## src/rtl/cache_fill_arbiter_if.sv

```systemverilog
// Handshake bundle between the I/D caches, main memory and the fill arbiter.
// master = cache/memory side, slave = arbiter.
interface cache_fill_arbiter_if;
  logic        icache_miss;
  logic [15:0] icache_addr;
  logic        dcache_miss;
  logic [15:0] dcache_addr;
  logic        mem_data_valid;
  logic [15:0] mem_data;
  logic        mem_en;
  logic [15:0] mem_addr;
  logic        icache_grant;
  logic        dcache_grant;
  logic        fill_we_i;
  logic        fill_we_d;
  logic [2:0]  fill_idx;
  logic [15:0] fill_data;
  logic        icache_fill_done;
  logic        dcache_fill_done;
  logic        busy;

  modport master (
    output icache_miss, icache_addr, dcache_miss, dcache_addr, mem_data_valid, mem_data,
    input  mem_en, mem_addr, icache_grant, dcache_grant, fill_we_i, fill_we_d,
           fill_idx, fill_data, icache_fill_done, dcache_fill_done, busy
  );

  modport slave (
    input  icache_miss, icache_addr, dcache_miss, dcache_addr, mem_data_valid, mem_data,
    output mem_en, mem_addr, icache_grant, dcache_grant, fill_we_i, fill_we_d,
           fill_idx, fill_data, icache_fill_done, dcache_fill_done, busy
  );
endinterface

```

## src/rtl/cache_fill_arbiter.sv

```systemverilog
// Arbitrates I/D cache block misses onto one memory read port and streams the fill back.
// Optional FILL_ARB_RR_EN: round-robin on simultaneous misses (default: D-cache priority).
module cache_fill_arbiter #(
  parameter int BLOCK_WORDS = 8
) (
  input logic                 clk,
  input logic                 rst,
  cache_fill_arbiter_if.slave bus
);
  localparam int LAST = BLOCK_WORDS - 1;

  typedef enum logic [1:0] {IDLE, ISSUE, DRAIN, DONE} state_t;

  state_t      state, stateNext;
  logic [2:0]  issueCnt;
  logic [3:0]  retCnt;
  logic [15:0] base;
  logic        grantI, grantD;
  logic        active, retLast, latch, pickD, both;
  logic        weI, weD;

  assign active  = (state == ISSUE) || (state == DRAIN);
  assign latch   = (state == IDLE) && (bus.icache_miss || bus.dcache_miss);
  assign both    = bus.icache_miss && bus.dcache_miss;
  // Final return is seen combinationally so DONE follows the 8th write directly.
  assign retLast = active && bus.mem_data_valid && (retCnt == 4'(LAST));

`ifdef FILL_ARB_RR_EN
  // Last winner of a contested arbitration only; 0 = I-cache.
  logic lastD;
  assign pickD = both ? !lastD : bus.dcache_miss;

  always_ff @(posedge clk or posedge rst) begin
    if (rst)                lastD <= 1'b0;
    else if (latch && both) lastD <= pickD;
  end
`else
  assign pickD = bus.dcache_miss;
`endif

  always_comb begin
    stateNext = state;
    case (state)
      IDLE:    if (latch) stateNext = ISSUE;
      ISSUE:   if (issueCnt == 3'(LAST)) stateNext = retLast ? DONE : DRAIN;
      DRAIN:   if (retLast) stateNext = DONE;
      DONE:    stateNext = IDLE;
      default: stateNext = IDLE;
    endcase
  end

  always_ff @(posedge clk or posedge rst) begin
    if (rst) begin
      state    <= IDLE;
      issueCnt <= '0;
      retCnt   <= '0;
      base     <= '0;
      grantI   <= 1'b0;
      grantD   <= 1'b0;
    end else begin
      state <= stateNext;
      case (state)
        IDLE: begin
          issueCnt <= '0;
          retCnt   <= '0;
          if (latch) begin
            grantD <= pickD;
            grantI <= !pickD;
            base   <= (pickD ? bus.dcache_addr : bus.icache_addr) & 16'hFFF0;
          end
        end
        ISSUE, DRAIN: begin
          if (state == ISSUE)     issueCnt <= issueCnt + 3'd1;
          if (bus.mem_data_valid) retCnt   <= retCnt + 4'd1;
        end
        default: begin
          issueCnt <= '0;
          retCnt   <= '0;
          base     <= '0;
          grantI   <= 1'b0;
          grantD   <= 1'b0;
        end
      endcase
    end
  end

  assign weI = active && bus.mem_data_valid && grantI;
  assign weD = active && bus.mem_data_valid && grantD;

  assign bus.mem_en           = (state == ISSUE);
  assign bus.mem_addr         = (state == ISSUE) ? base + {12'd0, issueCnt, 1'b0} : 16'd0;
  assign bus.icache_grant     = grantI;
  assign bus.dcache_grant     = grantD;
  assign bus.fill_we_i        = weI;
  assign bus.fill_we_d        = weD;
  assign bus.fill_idx         = retCnt[2:0];
  assign bus.fill_data        = (weI || weD) ? bus.mem_data : 16'd0;
  assign bus.icache_fill_done = (state == DONE) && grantI;
  assign bus.dcache_fill_done = (state == DONE) && grantD;
  assign bus.busy             = (state != IDLE);
endmodule

```

## src/flat_wrapper.sv

```systemverilog
// flat-port wrapper written by rule: the top's interface ports become plain ports
module cache_fill_arbiter_flat 
#(
  parameter int BLOCK_WORDS = 8
)
  (clk, rst, bus_icache_miss, bus_icache_addr, bus_dcache_miss, bus_dcache_addr, bus_mem_data_valid, bus_mem_data, bus_mem_en, bus_mem_addr, bus_icache_grant, bus_dcache_grant, bus_fill_we_i, bus_fill_we_d, bus_fill_idx, bus_fill_data, bus_icache_fill_done, bus_dcache_fill_done, bus_busy);
  cache_fill_arbiter_if bus_i ();
  input logic clk;
  input logic rst;
  input wire logic [$bits(bus_i.icache_miss)-1:0] bus_icache_miss;
  input wire logic [$bits(bus_i.icache_addr)-1:0] bus_icache_addr;
  input wire logic [$bits(bus_i.dcache_miss)-1:0] bus_dcache_miss;
  input wire logic [$bits(bus_i.dcache_addr)-1:0] bus_dcache_addr;
  input wire logic [$bits(bus_i.mem_data_valid)-1:0] bus_mem_data_valid;
  input wire logic [$bits(bus_i.mem_data)-1:0] bus_mem_data;
  output wire logic [$bits(bus_i.mem_en)-1:0] bus_mem_en;
  output wire logic [$bits(bus_i.mem_addr)-1:0] bus_mem_addr;
  output wire logic [$bits(bus_i.icache_grant)-1:0] bus_icache_grant;
  output wire logic [$bits(bus_i.dcache_grant)-1:0] bus_dcache_grant;
  output wire logic [$bits(bus_i.fill_we_i)-1:0] bus_fill_we_i;
  output wire logic [$bits(bus_i.fill_we_d)-1:0] bus_fill_we_d;
  output wire logic [$bits(bus_i.fill_idx)-1:0] bus_fill_idx;
  output wire logic [$bits(bus_i.fill_data)-1:0] bus_fill_data;
  output wire logic [$bits(bus_i.icache_fill_done)-1:0] bus_icache_fill_done;
  output wire logic [$bits(bus_i.dcache_fill_done)-1:0] bus_dcache_fill_done;
  output wire logic [$bits(bus_i.busy)-1:0] bus_busy;
  assign bus_i.icache_miss = bus_icache_miss;
  assign bus_i.icache_addr = bus_icache_addr;
  assign bus_i.dcache_miss = bus_dcache_miss;
  assign bus_i.dcache_addr = bus_dcache_addr;
  assign bus_i.mem_data_valid = bus_mem_data_valid;
  assign bus_i.mem_data = bus_mem_data;
  assign bus_mem_en = bus_i.mem_en;
  assign bus_mem_addr = bus_i.mem_addr;
  assign bus_icache_grant = bus_i.icache_grant;
  assign bus_dcache_grant = bus_i.dcache_grant;
  assign bus_fill_we_i = bus_i.fill_we_i;
  assign bus_fill_we_d = bus_i.fill_we_d;
  assign bus_fill_idx = bus_i.fill_idx;
  assign bus_fill_data = bus_i.fill_data;
  assign bus_icache_fill_done = bus_i.icache_fill_done;
  assign bus_dcache_fill_done = bus_i.dcache_fill_done;
  assign bus_busy = bus_i.busy;
  cache_fill_arbiter #(.BLOCK_WORDS(BLOCK_WORDS)) u_core (.clk(clk), .rst(rst), .bus(bus_i));
endmodule
```

## config.mk

```make
export PLATFORM = sky130hd
export DESIGN_NAME = cache_fill_arbiter_flat
export DESIGN_NICKNAME = d
export VERILOG_FILES = /design/src/rtl/cache_fill_arbiter_if.sv /design/src/rtl/cache_fill_arbiter.sv /design/src/flat_wrapper.sv
export SDC_FILE = /design/constraint.sdc
export NUM_CORES = 1
export LEC_CHECK = 0
export ABC_AREA = 0
export BUFFER_PORTS_ARGS = -buffer_cell sky130_fd_sc_hd__buf_2
export CORE_MARGIN = 2
export CORE_UTILIZATION = 45
export DETAILED_ROUTE_END_ITERATION = 7
export HOLD_SLACK_MARGIN = 0.1
export PLACE_DENSITY = 0.94
export SLEW_MARGIN = 40
export SYNTH_ARGS = -nofsm -noshare
export SYNTH_HDL_FRONTEND = slang
export SYNTH_SLANG_ARGS = --single-unit
export TNS_END_PERCENT = 20
```

## constraint.sdc

```tcl
create_clock -name clk -period 2.9 [get_ports clk]
set_input_delay 0.58 -clock clk [delete_from_list [all_inputs] [get_ports clk]]
set_output_delay 0.58 -clock clk [all_outputs]
set_load 0.02 [all_outputs]
```

==> impl_metrics.py, run 1 <==
metrics = {
    "setup_path": {
        "start_kind": "register",
        "required_ns": 2.32,
        "crit_cells": 7,
        "critPathMaxFanout": 16,
        "max_stage_delay_ns": 0.47,
        "cp-startpoint": "u_core.state[1]",
        "cp.arrival_ns": 2.06,
        "reg2regPathDepth": 6,
        "critical_path.top_delay_family": "adder cells",
        "end_kind": "primary output",
        "worstReg2RegEnd": "u_core.base[14]",
        "path_class": "reg2out",
        "path_buf_inv": 3,
        "crit_chain": "inv_1 -> ha_2 -> nand2_1 -> nor2_1 -> buf_4 -> and2_1 -> buf_2",
        "crit_slowest_cell": "ha_2",
        "rrSetupSlack_ns": 0.70,
        "worstReg2RegStart": "u_core.state[0]",
        "cp-endpoint": "bus_fill_data[9]",
    },
    "sta": {
        "fmax_ghz": 0.379,
        "grt_setup_unrepaired": "no",
        "worstMarginPinSlew_ns": 0.694,
        "hold_violations": 0,
        "slew_violations": 0,
        "slew_headroom": 0.536,
        "setup_tns_ns": 0,
        "skew_ns": 0.0118,
        "setup_viol": 0,
        "finalCritPeriodShare": 0.910,
        "post-route-min-period_ns": 2.64,
    },
    "placement": {
        "dp_hpwl_um": 2820,
        "port-buffer-count": 86,
        "placedCellCount": 264,
        "place_congestion": 0.762,
    },
    "synthesis": {
        "synth_top_area_cell": "dfrtp_1",
        "synth_edf_count": 0,
        "synth_top_area_frac": 0.403,
        "synthDistinctLibCells": 33,
        "synth_area_sq_um": 1430,
        "synthCells": 142,
        "ys.flop_type": "dfrtp_1",
        "seq_area_frac_synth": 0.403,
        "async_reset_ff_frac": 1.00,
        "syn-num-nets": 204,
        "yosys-top-cells-area": "dfrtp_1 40%, and2_1 16%, a222oi_1 8.4%, ha_1 7.9%, inv_1 4.5%",
        "yosysWarnings": 0,
        "synth_seq_cells": 23,
        "synth_area_per_cell_sq_um": 10.1,
    },
    "clock_network": {
        "insertion_delay_ns": 0.32,
        "path_clk_slew_ns": 0.13,
        "clock-root-buffer": "clkbuf_4",
        "numCtsBuffers": 3,
        "tritoncts": "built",
        "htreeDepth": 1,
        "clk_path_buf_depth": 2,
        "post_cts_buffers": 0,
        "clkSinkCount": 23,
    },
    "grt": {
        "grt_pass1_vias": 1242,
        "grt_max_degree": 24,
        "antenna_found_initial": 0,
        "grtUsageTotal": 0.213,
        "grt_pass1_wl_um": 5580,
        "grt-ovfl-total": 0,
    },
    "finish": {
        "area_delta_synth_final_pct": 31.4,
        "final_cells": 268,
        "register_area_sq_um": 576,
        "multiInputGateArea_sq_um": 694,
        "fillCellCount": 280,
        "num_antenna_cells": 0,
        "final_layout_size_suffix_gt1_frac": 0.446,
        "nets": 287,
    },
    "power": {
        "p_leak_nw": 1.16,
        "peakVddDrop_uv": 489,
        "power_density_nw_per_um2": 865,
    },
    "floorplanning": {
        "rows": 20,
        "die_x_um": 60.3,
        "io_pins": 96,
        "dieArea_sq_um": 3640,
        "dieHeight_um": 60.3,
        "initial_utilization": 0.471,
        "coreArea_sq_um": 3030,
    },
    "status": {
        "status": "finished clean",
    },
    "min_path": {
        "hold_class": "in2async",
    },
    "drt": {
        "drtPass1Iterations": 4,
        "route.detailed.drc": 0,
        "routed_via_density": 4.95,
        "first_iter_violations": 83,
        "wl_um": 3550,
        "wire_per_inst_um": 13.2,
        "vias": 1326,
        "drtAntennaViolNets": 0,
    },
    "flow_run": {
        "maxCapViolCount": 0,
    },
}
-- metrics by stage --
step	area (sq um)	util	hold slack, ns	power (mW)	setup WS [ns]
3_3_place_gp	1850	0.610	0.480	1.41	0.597
6_report	1880	0.619	0.248	1.62	0.260
4_1_cts	1870	0.619	0.263	1.62	0.178
3_5_place_dp	1850	0.610	0.486	1.47	0.545
2_1_floorplan	1430	-	0.470	1.27	0.658
5_1_grt	1880	0.619	0.276	1.76	0.0880
-- area by class of cell --
cell class | instances | share of cell area
multi-input cells | 90 | 0.370
flip-flops and latches | 23 | 0.307
repair buffers | 90 | 0.245
inverters | 17 | 0.0340
well taps | 44 | 0.0294
clock buffers | 4 | 0.0140
-- where the power goes --
part | internal, mW | total, mW | switching [mW]
logic | 0.375 | 0.944 | 0.570
registers | 0.439 | 0.525 | 0.0860
clock network | 0.0539 | 0.153 | 0.0994
total | 0.868 | 1.62 | 0.755
-- what timing repair did --
action	4_1_cts	5_1_grt
endpoints found under the hold margin	0	0
resized for setup	0	1
hold buffers	0	0
endpoints found under the setup margin	0	5
-- worst reg2reg max path, stage by stage (launching register included) --
cell and delay (ns):
dfrtp_1 0.44, inv_1 0.19, ha_2 0.39, nor4b_2 0.68, buf_4 0.28, a222oi_1 0.08, inv_1 0.08
-- worst min path at each step --
stage / end / startpoint / slack [ns]
floorplan: u_core.base[10] / u_core.base[10] / 0.47
global placement: u_core.base[11] / u_core.base[11] / 0.48
detailed placement: u_core.base[15] / u_core.base[15] / 0.49
CTS: u_core.base[6] / rst / 0.26
global route: u_core.base[15] / rst / 0.28
finish: u_core.base[6] / rst / 0.25
-- logic make-up after synthesis --
family                   synth area share
other                             0.00263
AO/OA/AOI/OAI                       0.137
AND/OR/NAND/NOR                     0.233
flip-flops                          0.403
multiplexers                       0.0149
XOR/XNOR                           0.0184
adder cells (fa/ha/maj)            0.0789
buffers and inverters               0.112
-- cells in the mapped netlist (all sizes together) (3+ instances only) --
| cell | count |
|---|---|
| dfrtp | 23 |
| buf | 10 |
| ha | 9 |
| inv | 17 |
| a222oi | 12 |
| nor2 | 3 |
| and2 | 36 |
-- metal layers --
layer | track usage | routed length, um | vias up
met3 | 0.0584 | 200 | 10
met2 | 0.362 | 1890 | 46
met5 | 0 | 0 | -
met4 | 0.111 | 91 | 0
met1 | 0.243 | 1360 | 624
li1 | - | - | 646
-- cell usage in the layout, fill, tap and decap left out, types with 2 or more instances in the layout --
cell,synthesis,routed
a22o_1,2,2
xnor2_1,2,2
nor2_1,3,3
clkbuf_4,0,3
buf_2,2,86
nand2_1,2,2
inv_1,17,16
a21oi_1,2,2
a222oi_1,12,12
and3_1,2,2
nor2b_1,2,2
ha_1,9,8
a21o_2,2,2
nor3b_1,2,2
dfrtp_1,23,23
and2_1,36,36
buf_4,4,4
-- state kept, by name, indices dropped and copies added, names as in the netlist --
name and cells:
u_core.base 12, u_core.retCnt 4, u_core.issueCnt 3, u_core.state 2
u_core.bus.dcache_grant 1, u_core.bus.icache_grant 1
No activity file was read; power rests on OpenSTA's default activity.
==> inputs of run 2 (changes only) <==
--- a/config.mk
+++ b/config.mk
@@ -8,10 +8,11 @@
 export ABC_AREA = 0
 export BUFFER_PORTS_ARGS = -buffer_cell sky130_fd_sc_hd__buf_2
 export CORE_MARGIN = 2
-export CORE_UTILIZATION = 45
+export CORE_UTILIZATION = 42
 export DETAILED_ROUTE_END_ITERATION = 7
 export HOLD_SLACK_MARGIN = 0.1
-export PLACE_DENSITY = 0.94
+export PLACE_DENSITY = 0.89
+export REMOVE_ABC_BUFFERS = 1
 export SLEW_MARGIN = 40
 export SYNTH_ARGS = -nofsm -noshare
 export SYNTH_HDL_FRONTEND = slang
==> constraint.sdc (replaced) <==
create_clock -name clk -period 2.8 [get_ports clk]
set_input_delay 0.56 -clock clk [delete_from_list [all_inputs] [get_ports clk]]
set_output_delay 0.56 -clock clk [all_outputs]
set_load 0.02 [all_outputs]
==> run 2 against run 1 <==
Against the previous run: flip-flop and latch count unchanged; global-route usage down 4.1 points; critical path depth unchanged; power up 1.5%; clock power about the same; first-iteration DRC count up 11%; setup slack better by 0.13 ns; clock skew down 0.0095 ns.
==> impl_metrics.py, run 2 (synthesis gave the netlist of run 1 again) <==
metrics = {
    "floorplanning": {
        "dieHeight_um": 62.3,
        "rows": 21,
        "dieArea_sq_um": 3880,
        "initial_utilization": 0.431,
        "coreArea_sq_um": 3310,
        "io_pins": 96,
        "die_x_um": 62.3,
    },
    "drt": {
        "wl_met2_um": 1730,
        "route.detailed.drc": 0,
        "routed_via_density": 4.74,
        "wl_met3_um": 158,
        "drtAntennaViolNets": 0,
        "vias": 1279,
        "drtPass1Iterations": 6,
        "wire_per_inst_um": 12.2,
        "wl_um": 3300,
        "first_iter_violations": 92,
        "drt-met1-wl_um": 1400,
        "top_layer_used": "met4",
    },
    "power": {
        "peakVddDrop_uv": 387,
        "internal_power_mw": 0.898,
        "seqPwrFrac": 0.328,
        "p_sw_mw": 0.748,
        "power_switching_share": 0.454,
        "p_leak_nw": 1.16,
        "p_comb_frac": 0.580,
        "power_density_nw_per_um2": 878,
        "clkPwrFrac": 0.092,
    },
    "finish": {
        "largest_register": "u_core.base",
        "largest_reg_flops": 12,
        "fin_area_sq_um": 1880,
        "nets": 287,
        "area_delta_synth_final_pct": 31.4,
        "top_regs": "u_core.base: 12 flops, u_core.retCnt: 4 flops, u_core.issueCnt: 3 flops",
        "postLayoutCoreUtil": 0.567,
        "fillCellCount": 327,
        "num_antenna_cells": 0,
        "final_cell_mix": "86 x buf_2, 36 x and2_1, 23 x dfrtp_1",
        "final_common_cell": "buf_2",
        "final_layout_size_suffix_gt1_frac": 0.442,
    },
    "clock_network": {
        "htreeDepth": 1,
        "post_cts_buffers": 0,
        "clkSinkCount": 23,
        "tritoncts": "built",
        "cts_hold_buf": 0,
        "insertion_delay_ns": 0.30,
        "clk_path_buf_depth": 2,
        "numCtsBuffers": 3,
        "path_clk_slew_ns": 0.12,
        "clock-root-buffer": "clkbuf_4",
        "post_cts_resized": 0,
    },
    "sta": {
        "hold_violations": 0,
        "worstMarginPinSlew_ns": 0.562,
        "slew_headroom": 0.625,
        "skew_ns": 0.00232,
        "setup_viol": 0,
        "fmax_ghz": 0.414,
        "grt_setup_unrepaired": "no",
        "slew_violations": 0,
        "setup_tns_ns": 0,
        "holdWs_ns": 0.255,
        "post-route-min-period_ns": 2.41,
        "worst_slack_ns": 0.385,
        "finalCritPeriodShare": 0.862,
    },
    "setup_path": {
        "path_class": "reg2out",
        "critPathMaxFanout": 16,
        "start_kind": "register",
        "end_kind": "primary output",
        "cp.arrival_ns": 1.85,
        "required_ns": 2.24,
    },
    "flow_run": {
        "maxCapViolCount": 0,
    },
    "grt": {
        "grt_pass1_wl_um": 5460,
        "grt-ovfl-total": 0,
        "grtUsageTotal": 0.172,
        "antenna_found_initial": 0,
        "grt_pass1_vias": 1219,
        "grt_max_degree": 24,
    },
    "placement": {
        "place_ws_ns": 0.738,
        "dp_hpwl_um": 2500,
        "port-buffer-count": 86,
        "placement.cell_area_sq_um": 1850,
        "place_congestion": 0.673,
    },
    "status": {
        "status": "finished clean",
    },
    "min_path": {
        "hold_class": "in2async",
    },
}
run 2: cell count changes in the layout (fill, tap and decap cells not counted):
| cell | change |
|---|---|
| ha_2 | -1 |
| ha_1 | +1 |
run 2: final cells by class:
cell class / instances / area, sq um / share of cell area
clock buffer: 4 / 26.3 / 0.0140
timing repair buffer: 90 / 460 / 0.245
sequential: 23 / 576 / 0.307
tap: 46 / 57.6 / 0.0307
inverter: 17 / 63.8 / 0.0340
multi-input combinational: 90 / 692 / 0.369
run 2: worst max-delay path, cell delays in order, from the launching register on:
cell	delay, ns
dfrtp_1	0.45
inv_1	0.12
ha_1	0.31
nand2_1	0.06
nor2_1	0.12
buf_4	0.18
and2_1	0.14
buf_2	0.16
run 2: power by group through the flow:
stage / combinational, mW / clock, mW / sequential (mW)
2_1_floorplan: 0.643 / 0 / 0.547
3_3_place_gp: 0.939 / 0 / 0.541
3_5_place_dp: 0.965 / 0 / 0.544
4_1_cts: 0.968 / 0.161 / 0.539
5_1_grt: 1.06 / 0.175 / 0.557
6_report: 0.955 / 0.152 / 0.540
run 2: path summary, 6_finish.rpt:
check,start,endpoint,slack (ns),depth (start not counted)
min reg2reg,u_core.base[8],u_core.base[8],0.51,2
max reg2reg,u_core.state[1],u_core.base[7],0.72,6
min in group clk,bus_icache_addr[10],u_core.base[10],0.46,3
max in group asynchronous,rst,u_core.retCnt[1],2.21,2
min,rst,u_core.base[6],0.26,2
max,u_core.state[1],bus_fill_data[1],0.39,7
run 2: metrics by stage:
stage	total power, mW	instances
floorplan	1.19	130
global route	1.79	270
CTS	1.67	270
finish	1.65	270
detailed placement	1.51	266
global placement	1.48	266
run 2: layer usage:
metal | vias to the layer above | global-route usage
met5 | - | 0
met1 | 591 | 0.208
li1 | 648 | -
met4 | 0 | 0.0417
met3 | 2 | 0.0217
met2 | 38 | 0.323
==> inputs of run 3 (changes only) <==
--- a/config.mk
+++ b/config.mk
@@ -12,6 +12,7 @@
 export DETAILED_ROUTE_END_ITERATION = 7
 export HOLD_SLACK_MARGIN = 0.1
 export PLACE_DENSITY = 0.89
+export RECOVER_POWER = 100
 export REMOVE_ABC_BUFFERS = 1
 export SLEW_MARGIN = 40
 export SYNTH_ARGS = -nofsm -noshare
==> run 3 against run 2 <==
Against the previous run: utilization fell by 0.76 points; power down 0.91%; critical path depth is the same; maximum frequency is 3.2% lower; flip-flop and latch count unchanged; largest power group unchanged; global-route usage stayed put.
==> impl_metrics.py, run 3 (synthesis gave the netlist of run 1 again) <==
metrics = {
    "setup_path": {
        "path_class": "reg2out",
        "start_kind": "register",
        "rrSetupSlack_ns": 0.59,
        "required_ns": 2.24,
        "critPathMaxFanout": 16,
        "cp.arrival_ns": 1.94,
        "end_kind": "primary output",
    },
    "finish": {
        "top_regs": "u_core.base: 12 flops, u_core.retCnt: 4 flops, u_core.issueCnt: 3 flops",
        "nets": 287,
        "area_delta_synth_final_pct": 29.6,
        "final_cell_mix": "68 x buf_2, 25 x and2_1, 23 x dfrtp_1",
        "largest_register": "u_core.base",
        "largest_reg_flops": 12,
        "num_antenna_cells": 0,
        "final_layout_size_suffix_gt1_frac": 0.357,
        "postLayoutCoreUtil": 0.559,
        "final_common_cell": "buf_2",
    },
    "floorplanning": {
        "coreArea_sq_um": 3310,
        "rows": 21,
        "io_pins": 96,
        "dieHeight_um": 62.3,
        "dieArea_sq_um": 3880,
        "initial_utilization": 0.431,
        "die_x_um": 62.3,
    },
    "clock_network": {
        "numCtsBuffers": 3,
        "clkSinkCount": 23,
        "htreeDepth": 1,
        "cts_hold_buf": 0,
        "post_cts_resized": 0,
        "tritoncts": "built",
        "path_clk_slew_ns": 0.13,
        "clk_path_buf_depth": 2,
        "clock-root-buffer": "clkbuf_4",
        "post_cts_buffers": 0,
        "insertion_delay_ns": 0.30,
    },
    "flow_run": {
        "maxCapViolCount": 0,
    },
    "sta": {
        "fmax_ghz": 0.401,
        "grt_setup_unrepaired": "no",
        "slew_headroom": 0.419,
        "post-route-min-period_ns": 2.50,
        "setup_tns_ns": 0,
        "hold_violations": 0,
        "finalCritPeriodShare": 0.891,
        "worstMarginPinSlew_ns": 0.871,
        "slew_violations": 0,
        "skew_ns": 0.00345,
        "setup_viol": 0,
    },
    "status": {
        "status": "finished clean",
    },
    "drt": {
        "vias": 1292,
        "route.detailed.drc": 0,
        "drtAntennaViolNets": 0,
        "drtPass1Iterations": 5,
        "wl_um": 3320,
        "first_iter_violations": 94,
        "routed_via_density": 4.79,
        "wire_per_inst_um": 12.3,
    },
    "min_path": {
        "hold_class": "in2async",
    },
    "grt": {
        "grt-ovfl-total": 0,
        "grt_pass1_wl_um": 5460,
        "grtUsageTotal": 0.172,
        "grt_pass1_vias": 1219,
        "antenna_found_initial": 0,
        "grt_max_degree": 24,
    },
    "power": {
        "p_leak_nw": 1.08,
        "peakVddDrop_uv": 385,
        "power_density_nw_per_um2": 881,
    },
    "placement": {
        "port-buffer-count": 86,
        "place_congestion": 0.673,
        "dp_hpwl_um": 2500,
    },
}
==> run 3: changes by cell type in the layout (fill, tap and decap cells not counted), sizes merged <==
cell    before  now
clkbuf       4   23
buf         90   71
==> run 3: path summary, 6_finish.rpt <==
path / cells past startpoint / startpoint / endpoint
max: 7 / u_core.state[1] / bus_fill_data[1]
min: 2 / rst / u_core.base[6]
max reg2reg: 6 / u_core.state[1] / u_core.base[7]
min reg2reg: 2 / u_core.base[11] / u_core.base[11]
max in group asynchronous: 2 / rst / u_core.retCnt[1]
min in group clk: 3 / bus_icache_addr[4] / u_core.base[4]
==> run 3: power by group <==
group	internal (mW)	leakage [nW]	switching, mW	total (mW)
Combinational	0.364	0.754	0.574	0.938
Sequential	0.454	0.307	0.0867	0.541
Clock	0.0555	0.0150	0.0972	0.153
==> run 3: final cells by class <==
cell class / instances / area (sq um)
Tap cell: 46 / 57.6
Timing Repair Buffer: 90 / 435
Fill cell: 340 / 1460
Multi-Input combinational cell: 90 / 692
Sequential cell: 23 / 576
Clock buffer: 4 / 26.3
Inverter: 17 / 63.8
==> run 3: worst max-delay path, stage by stage (launching register included) <==
cell and delay [ns]:
dfrtp_1 0.45, inv_1 0.12, ha_1 0.31, nand2_1 0.06
nor2_1 0.11, clkbuf_2 0.25, and2_1 0.16, buf_2 0.16
==> run 3: layer usage <==
metal | global-route usage | vias up | part of all wire
met1 | 0.208 | 609 | 0.43
met4 | 0.0417 | 0 | 0.0033
met5 | 0 | - | 0
met3 | 0.0217 | 2 | 0.044
met2 | 0.323 | 34 | 0.52
li1 | - | 647 | -
==> run 3: through the flow <==
step | hold slack (ns) | worst slack (ns) | total power [mW] | instance area, sq um | instances
floorplan | 0.470 | 0.575 | 1.19 | 1330 | 130
global route | 0.447 | 0.117 | 1.77 | 1850 | 270
global placement | 0.480 | 0.764 | 1.48 | 1850 | 266
finish | 0.412 | 0.304 | 1.63 | 1850 | 270
detailed placement | 0.485 | 0.738 | 1.51 | 1850 | 266
CTS | 0.269 | 0.374 | 1.67 | 1880 | 270
